--- src/rtl/regfile_dump_reader_if.sv ---
// Beat stream carrying one register value and its index
// from the dump reader to its consumer.
interface regfile_dump_reader_if #(
  parameter int DATA_W = 32,
  parameter int ADDR_W = 5
);
  logic              valid;
  logic              ready;
  logic [DATA_W-1:0] data;
  logic [ADDR_W-1:0] idx;

  modport master (
    output valid,
    output data,
    output idx,
    input  ready
  );

  modport slave (
    input  valid,
    input  data,
    input  idx,
    output ready
  );
endinterface

--- src/rtl/regfile_dump_reader.sv ---
// Register file scan engine: walks a spare read port and
// streams index/value beats with a running XOR checksum.
module regfile_dump_reader #(
  parameter int DATA_W    = 32,
  parameter int ADDR_W    = 5,
  parameter int NUM_REGS  = 32,
  parameter int START_IDX = 0
) (
  input  logic              clk,
  input  logic              reset,
  input  logic              start_i,
  input  logic              abort_i,
  output logic              busy_o,
  output logic              done_o,
  output logic [ADDR_W-1:0] rf_addr_o,
  input  logic [DATA_W-1:0] rf_data_i,
  output logic [DATA_W-1:0] checksum_o,
  regfile_dump_reader_if.master out_if
);

  typedef enum logic [1:0] {
    IDLE,
    LOAD,
    SEND,
    DONE
  } state_e;

  localparam logic [ADDR_W-1:0] FIRST = ADDR_W'(START_IDX);
  localparam logic [ADDR_W-1:0] LAST  = ADDR_W'(NUM_REGS - 1);
  localparam logic [ADDR_W-1:0] ONE   = ADDR_W'(1);

  state_e            state_q;
  logic [ADDR_W-1:0] idx_q;
  logic [ADDR_W-1:0] rf_addr_q;
  logic [DATA_W-1:0] data_q;
  logic [ADDR_W-1:0] oidx_q;
  logic [DATA_W-1:0] csum_q;
  logic              valid_q;
  logic              busy_q;
  logic              done_q;

  logic              accept;
  logic [ADDR_W-1:0] idx_nxt;

  assign accept  = valid_q & out_if.ready;
  assign idx_nxt = idx_q + ONE;

  always_ff @(posedge clk or negedge reset) begin
    if (!reset) begin
      state_q   <= IDLE;
      idx_q     <= '0;
      rf_addr_q <= '0;
      data_q    <= '0;
      oidx_q    <= '0;
      csum_q    <= '0;
      valid_q   <= 1'b0;
      busy_q    <= 1'b0;
      done_q    <= 1'b0;
    end else begin
      done_q <= 1'b0;
      unique case (state_q)
        IDLE: begin
          rf_addr_q <= '0;
          if (start_i && !abort_i) begin
            idx_q     <= FIRST;
            rf_addr_q <= FIRST;
            csum_q    <= '0;
            busy_q    <= 1'b1;
            state_q   <= LOAD;
          end
        end
        LOAD: begin
          if (abort_i) begin
            rf_addr_q <= '0;
            busy_q    <= 1'b0;
            state_q   <= IDLE;
          end else begin
            data_q  <= rf_data_i;
            oidx_q  <= idx_q;
            valid_q <= 1'b1;
            state_q <= SEND;
          end
        end
        SEND: begin
          // An aborted beat is dropped even if the consumer took it.
          if (abort_i) begin
            valid_q   <= 1'b0;
            rf_addr_q <= '0;
            busy_q    <= 1'b0;
            state_q   <= IDLE;
          end else if (accept) begin
            csum_q  <= csum_q ^ data_q;
            valid_q <= 1'b0;
            if (idx_q == LAST) begin
              rf_addr_q <= '0;
              done_q    <= 1'b1;
              state_q   <= DONE;
            end else begin
              idx_q     <= idx_nxt;
              rf_addr_q <= idx_nxt;
              state_q   <= LOAD;
            end
          end
        end
        DONE: begin
          busy_q  <= 1'b0;
          state_q <= IDLE;
        end
        default: begin
          valid_q <= 1'b0;
          busy_q  <= 1'b0;
          state_q <= IDLE;
        end
      endcase
    end
  end

  assign busy_o      = busy_q;
  assign done_o      = done_q;
  assign rf_addr_o   = rf_addr_q;
  assign checksum_o  = csum_q;
  assign out_if.valid = valid_q;
  assign out_if.data  = data_q;
  assign out_if.idx   = oidx_q;

endmodule
--- src/flat_wrapper.sv ---
// flat-port wrapper written by rule: the top's interface ports become plain ports
module regfile_dump_reader_flat 
#(
  parameter int DATA_W    = 32,
  parameter int ADDR_W    = 5,
  parameter int NUM_REGS  = 32,
  parameter int START_IDX = 0
)
  (clk, reset, start_i, abort_i, busy_o, done_o, rf_addr_o, rf_data_i, checksum_o, out_if_valid, out_if_data, out_if_idx, out_if_ready);
  regfile_dump_reader_if #(.DATA_W(DATA_W), .ADDR_W(ADDR_W)) out_if_i ();
  input  logic clk;
  input  logic reset;
  input  logic start_i;
  input  logic abort_i;
  output logic busy_o;
  output logic done_o;
  output logic [ADDR_W-1:0] rf_addr_o;
  input  logic [DATA_W-1:0] rf_data_i;
  output logic [DATA_W-1:0] checksum_o;
  output wire logic [$bits(out_if_i.valid)-1:0] out_if_valid;
  output wire logic [$bits(out_if_i.data)-1:0] out_if_data;
  output wire logic [$bits(out_if_i.idx)-1:0] out_if_idx;
  input wire logic [$bits(out_if_i.ready)-1:0] out_if_ready;
  assign out_if_valid = out_if_i.valid;
  assign out_if_data = out_if_i.data;
  assign out_if_idx = out_if_i.idx;
  assign out_if_i.ready = out_if_ready;
  regfile_dump_reader #(.DATA_W(DATA_W), .ADDR_W(ADDR_W), .NUM_REGS(NUM_REGS), .START_IDX(START_IDX)) u_core (.clk(clk), .reset(reset), .start_i(start_i), .abort_i(abort_i), .busy_o(busy_o), .done_o(done_o), .rf_addr_o(rf_addr_o), .rf_data_i(rf_data_i), .checksum_o(checksum_o), .out_if(out_if_i));
endmodule
--- config.mk ---
export PLATFORM = sky130hd
export DESIGN_NAME = regfile_dump_reader_flat
export DESIGN_NICKNAME = d
export VERILOG_FILES = /design/src/rtl/regfile_dump_reader_if.sv /design/src/rtl/regfile_dump_reader.sv /design/src/flat_wrapper.sv
export SDC_FILE = /design/constraint.sdc
export NUM_CORES = 1
export LEC_CHECK = 0
export ABC_AREA = 1
export BUFFER_PORTS_ARGS = -buffer_cell sky130_fd_sc_hd__buf_2
export CORE_ASPECT_RATIO = 0.75
export CORE_UTILIZATION = 47
export CTS_CLUSTER_DIAMETER = 150
export DETAILED_ROUTE_END_ITERATION = 8
export GPL_TIMING_DRIVEN = 0
export PLACE_DENSITY = 0.85
export SLEW_MARGIN = 20
export SYNTH_ARGS = -nofsm -noshare
export SYNTH_HDL_FRONTEND = slang
export SYNTH_SLANG_ARGS = --single-unit
--- constraint.sdc ---
create_clock -name clk -period 1.7 [get_ports clk]
set_input_delay 0.17 -clock clk [delete_from_list [all_inputs] [get_ports clk]]
set_output_delay 0.17 -clock clk [all_outputs]
set_load 0.1 [all_outputs]
# [After elaboration in Yosys (flattened, before gate mapping)]
# Index checks and enable logic that the tools add are counted.
[classes] n_bitwise=3 n_lt_le_gt_ge=0 reduce_logical=14 div_mod_pow=0 addsub=1 shifts=0 n_mux=31 eq_ne=12 n_mul=0
[ops] cell="32-bit two-way mux" n=3
[ops] cell="32-bit one-hot mux with 2 select lines" n=1
[ops] cell="5-bit two-way mux" n=8
[ops] cell="32-bit XOR" n=1
[ops] cell="5-bit one-hot mux with 3 select lines" n=1
[ops] cell="2-bit two-way mux" n=5
[ops] cell="5-bit one-hot mux with 2 select lines" n=1
[ops] cell="1-bit two-way mux" n=9
[ops] cell="2-bit inequality test (second input constant)" n=4
[ops] cell="2-bit one-hot mux with 4 select lines" n=1
[ops] cell="2-bit by 1-bit inequality test with 1-bit output (second input constant)" n=3
[ops] cell="2-bit AND reduction" n=3
[ops] cell="3-bit AND reduction" n=2
[ops] cell="5-bit by 1-bit adder with 5-bit output (second input constant)" n=1
[ops] cell="5-bit equality test (second input constant)" n=1
[ops] cell="5-bit AND reduction" n=1
[ops] cell="2-bit equality test (second input constant)" n=2
[ops] cell="4-bit AND reduction" n=1
[ops] cell="2-bit nonzero test" n=2
[ops] cell="3-bit by 2-bit inequality test with 1-bit output (second input constant)" n=1
[ops] cell="1-bit one-hot mux with 3 select lines" n=1
[ops] cell="3-bit nonzero test" n=1
[ops] cell="2-bit by 1-bit equality test with 1-bit output (second input constant)" n=1
[ops] cell="2-bit zero test" n=1
[ops] cell="6 further kinds" n=6
[word_totals] latch_bits=0 in_bits=37 mem_bits_rw=0 word_cells=70 n_memories=0 romBits=0 register_bits=84

# [Logic depth before layout (Yosys ltp)]
[depth] depth_word=5 ltp_mapped=10 depth_no_buf=9

# [Worst setup path before layout]
# OpenSTA, ideal clock, no wires.
[synth_path] path_type="reg-to-reg" start="reg u_core.valid_q, in the netlist u_core.out_if.valid" end="reg u_core.csum_q[0], in the netlist u_core.checksum_o[0]" required_ns=1.578 setup_time_ns=0.122 synth_period_minus_slack_ns=1.952 path_slack_ns=-0.252 path_buffers=1 stages_incl_launch_ff=7 arrival_ns=1.830 path_cell_list="dfrtp_1 nand2_1 o21ai_4 nand2_4 buf_6 nand2_1 nand2_1"
[synth_between] elab_chain_cells=3
[synth_lines] item="start, declared" line_no="regfile_dump_reader.sv:38" text="logic valid_q;"
[synth_lines] item="start signal, assigned" line_no="regfile_dump_reader.sv:56" text="valid_q <= 1'b0;"
[synth_lines] item="start signal, assigned" line_no="regfile_dump_reader.sv:80" text="valid_q <= 1'b1;"
[synth_lines] item="start signal, assigned" line_no="regfile_dump_reader.sv:87" text="valid_q <= 1'b0;"
[synth_lines] item="1-bit AND" line_no="regfile_dump_reader.sv:45" text="assign accept = valid_q & out_if.ready;"
[synth_lines] item="2-bit by 1-bit inequality test with 1-bit output (no source line)"
[synth_lines] item="4-bit AND reduction (no source line)"
[synth_lines] item="end signal, assigned" line_no="regfile_dump_reader.sv:92" text="csum_q <= csum_q ^ data_q;"
[synth_lines] item="end, declared" line_no="regfile_dump_reader.sv:37" text="logic [DATA_W-1:0] csum_q;"
# Every way passes these cells.
# A chain may end at the register's enable or synchronous reset.

# [Worst setup path after layout]
[layout_path] start="reg u_core.state_q[1]" end="reg u_core.csum_q[29], in the netlist u_core.checksum_o[29]"
[layout_between] elab_chain_cells=3 elab_cells_between_ends=8 cone_classes="4 x eq/ne; 1 x mux; 3 x reduce/logical"
[layout_lines] item="start, declared" line_no="regfile_dump_reader.sv:32" text="state_e state_q;"
[layout_lines] item="start signal, assigned" line_no="regfile_dump_reader.sv:50" text="state_q <= IDLE;"
[layout_lines] item="start signal, assigned" line_no="regfile_dump_reader.sv:69" text="state_q <= LOAD;"
[layout_lines] item="start signal, assigned" line_no="regfile_dump_reader.sv:76" text="state_q <= IDLE;"
[layout_lines] item="2-bit equality test or 2-bit zero test (tied branches)" line_no="regfile_dump_reader.sv:61" text="unique case (state_q)"
[layout_lines] item="2-bit by 1-bit inequality test with 1-bit output (no source line), or another cell as far along"
[layout_lines] item="4-bit AND reduction (no source line)"
# Several ways; a longest one is shown, not always the timed one.

==> results.json <==
{
  "r2r_cells": 10,
  "die-area_um2": 8820,
  "io_buffers": 113,
  "num_vias": 3642,
  "drtIter0Drc": 187,
  "clk_latency_ps": 360,
  "drt.antenna.violating_nets": 0,
  "worstPathArrival_ps": 1920,
  "slew_headroom_pct": 59.5,
  "synth.area.top_cells": "dfrtp_1, nand2_1, xnor2_1",
  "area_delta_synth_final_pct": 31.6,
  "num-nets-final": 672,
  "skew_ps": 12.1,
  "yosysTopAreaCellShare_pct": 53.0,
  "setup_viol": 0,
  "syn-instance-count": 476,
  "htreeDepth": 3,
  "yosysTopAreaCell": "dfrtp_1",
  "core_region_area_um2": 8020,
  "grt_setup_unrepaired": "true",
  "critPathKind": "reg -> reg",
  "clock-sinks": 84,
  "wl_um": 10100,
  "tightest_slew_ps": 607,
  "r2r-start": "u_core.state_q[1]",
  "synth_seq_cells": 84,
  "min_period_ps": 1670,
  "syn_nets": 520,
  "ys_seq_area_share_pct": 53.0,
  "worstPathRequired_ps": 1950,
  "status": "finished clean",
  "crit_path_end_kind": "register",
  "synthesis.area_um2": 3970,
  "r2r_slack_ps": 30,
  "cts-root-buf": "clkbuf_8",
  "whs_path_depth": 3,
  "place.gp.congestion": 0.826,
  "min_period_over_period_pct": 98.3,
  "avgViaCountPerCell": 4.94,
  "grt_pass1_wl_um": 15500,
  "antenna_cells": 0,
  "drtPass1Iterations": 4,
  "timing.fmax_mhz": 598,
  "tritoncts": "done",
  "clk_pin_slew_ps": 90,
  "pin_count": 114,
  "cts_buffers": 9,
  "r2r_end": "u_core.checksum_o[29]",
  "dp_hpwl_um": 6880,
  "die_w_um": 108,
  "min-delay-start": "rf_data_i[22]",
  "slew_viol_final": 0,
  "fin_ws_ps": 28.3,
  "max-cap-violations": 0,
  "drc": 0,
  "routedWlPerCell_um": 13.8,
  "synth_area_per_cell_um2": 8.34,
  "pre_cts_ws_ps": -102,
  "post-route-util_pct": 65.1,
  "fin_tns_setup_ps": 0,
  "gr-total-overflow": 0,
  "hp-class": "in -> reg",
  "ys_types": 24,
  "drive_gt1_share_pct": 29.1,
  "ys_warn_count": 0,
  "min_to": "u_core.out_if.data[22]",
  "antenna_found_initial": 0,
  "dieHeight_um": 81.6,
  "grt_use_total_pct": 23.0,
  "grt_pass1_vias": 3340,
  "initial_core_util_pct": 49.5,
  "cts_buffer_depth": 2,
  "std_cell_rows": 28,
  "hold_viol": 0,
  "cp-start-kind": "register",
  "startpoint": "u_core.state_q[1]",
  "grt_max_degree": 47,
  "path_max_fanout": 10
}
state kept, by name, summed over array words and instances (netlist names):
name / count
u_core.busy_o: 1
u_core.checksum_o: 32
u_core.done_o: 1
u_core.idx_q: 5
u_core.out_if.data: 32
u_core.out_if.idx: 5
u_core.out_if.valid: 1
u_core.rf_addr_o: 5
u_core.state_q: 2
through the flow:
| step | hold WS [ps] | instances | instance area, um^2 |
|---|---|---|---|
| floorplan | -126 | 476 | 3970 |
| global placement | 363 | 694 | 4670 |
| detailed placement | 221 | 695 | 4690 |
| CTS | 0.966 | 721 | 5020 |
| global route | 5.30 | 737 | 5220 |
| finish | 3.10 | 737 | 5220 |
cells in the mapped netlist:
cell type / n
nor2_1: 39
o21ai_4: 1
o21ai_0: 11
buf_2: 4
nand3_1: 41
nand2_1: 213
xnor2_1: 32
inv_2: 2
clkbuf_1: 6
ha_1: 7
o21ai_1: 2
inv_1: 12
inv_4: 1
dfrtp_1: 84
a21oi_1: 1
nand4_1: 4
nand2_2: 1
nand2_4: 1
buf_4: 7
nor2_4: 1
buf_6: 3
xor2_1: 1
and2_1: 1
clkinv_1: 1
how the worst max path moves through the flow:
| stage | end | slack, ps |
|---|---|---|
| 5_1_grt | u_core.checksum_o[13] | -40 |
| 3_5_place_dp | u_core.idx_q[3] | -100 |
| 4_1_cts | u_core.idx_q[3] | 8 |
| 6_report | u_core.checksum_o[29] | 30 |
| 3_3_place_gp | u_core.out_if.valid | -310 |
| 2_1_floorplan | u_core.checksum_o[0] | 90 |
cell type report:
class                      instances  area, um^2
sequential                        84        2110
inverter                          16        67.6
clock buffer                      10         128
fill                             691        2800
tap                              105         131
multi-input combinational        356        1710
buffer                            20         145
timing repair buffer             141         852
clock inverter                     5        77.6
cells in the final DEF (no fill, tap or decap), types with 2 or more instances in the layout:
master / count
clkinv_2: 2
inv_2: 4
bufinv_16: 2
dfrtp_2: 3
buf_4: 22
nor2_1: 38
buf_8: 2
dfrtp_1: 81
nand2_1: 212
clkbuf_8: 9
o21ai_0: 11
ha_2: 2
clkbuf_16: 2
buf_6: 3
clkbuf_1: 3
inv_1: 11
xnor2_1: 32
clkbuf_2: 4
nand2_4: 2
buf_2: 116
ha_1: 4
nand3_1: 40
nand4_1: 4
dlygate4sd3_1: 9
critical path, stage by stage (launching register included):
cell and delay, ps:
dfrtp_1 390, buf_4 150, ha_4 150, buf_6 130, inv_8 90, nand2_2 80, o21ai_4 120, nand2_4 160
clkbuf_16 190, nand2_1 50, nand2_1 50
kinds of logic after synthesis:
family / Yosys count / share of synthesized area [%]
DFF: 84 / 53.0
and+or+nand+nor: 301 / 30.5
AOI/OAI and AO/OA: 15 / 2.18
buffers and inverters: 36 / 4.82
adders and majority gates: 7 / 2.21
xor gates and xnor gates: 33 / 7.28
routing by layer:
metal / global-route usage (%) / wire, um
met1: 30.2 / 4640
met2: 36.9 / 4730
met3: 6.03 / 600
met4: 8.77 / 162
met5: 0 / 0
timing repair:
action                                  CTS  global route
cloned                                    0             2
hold buffers                              9             0
endpoints found under the setup margin   41            72
setup buffers                             2            14
gates resized for setup                   8            18
endpoints found under the hold margin    53             0
pin swaps                                 2             6
Power is not shown: default switching activity piles up to over one toggle a cycle in this logic, so the estimate is an artifact.
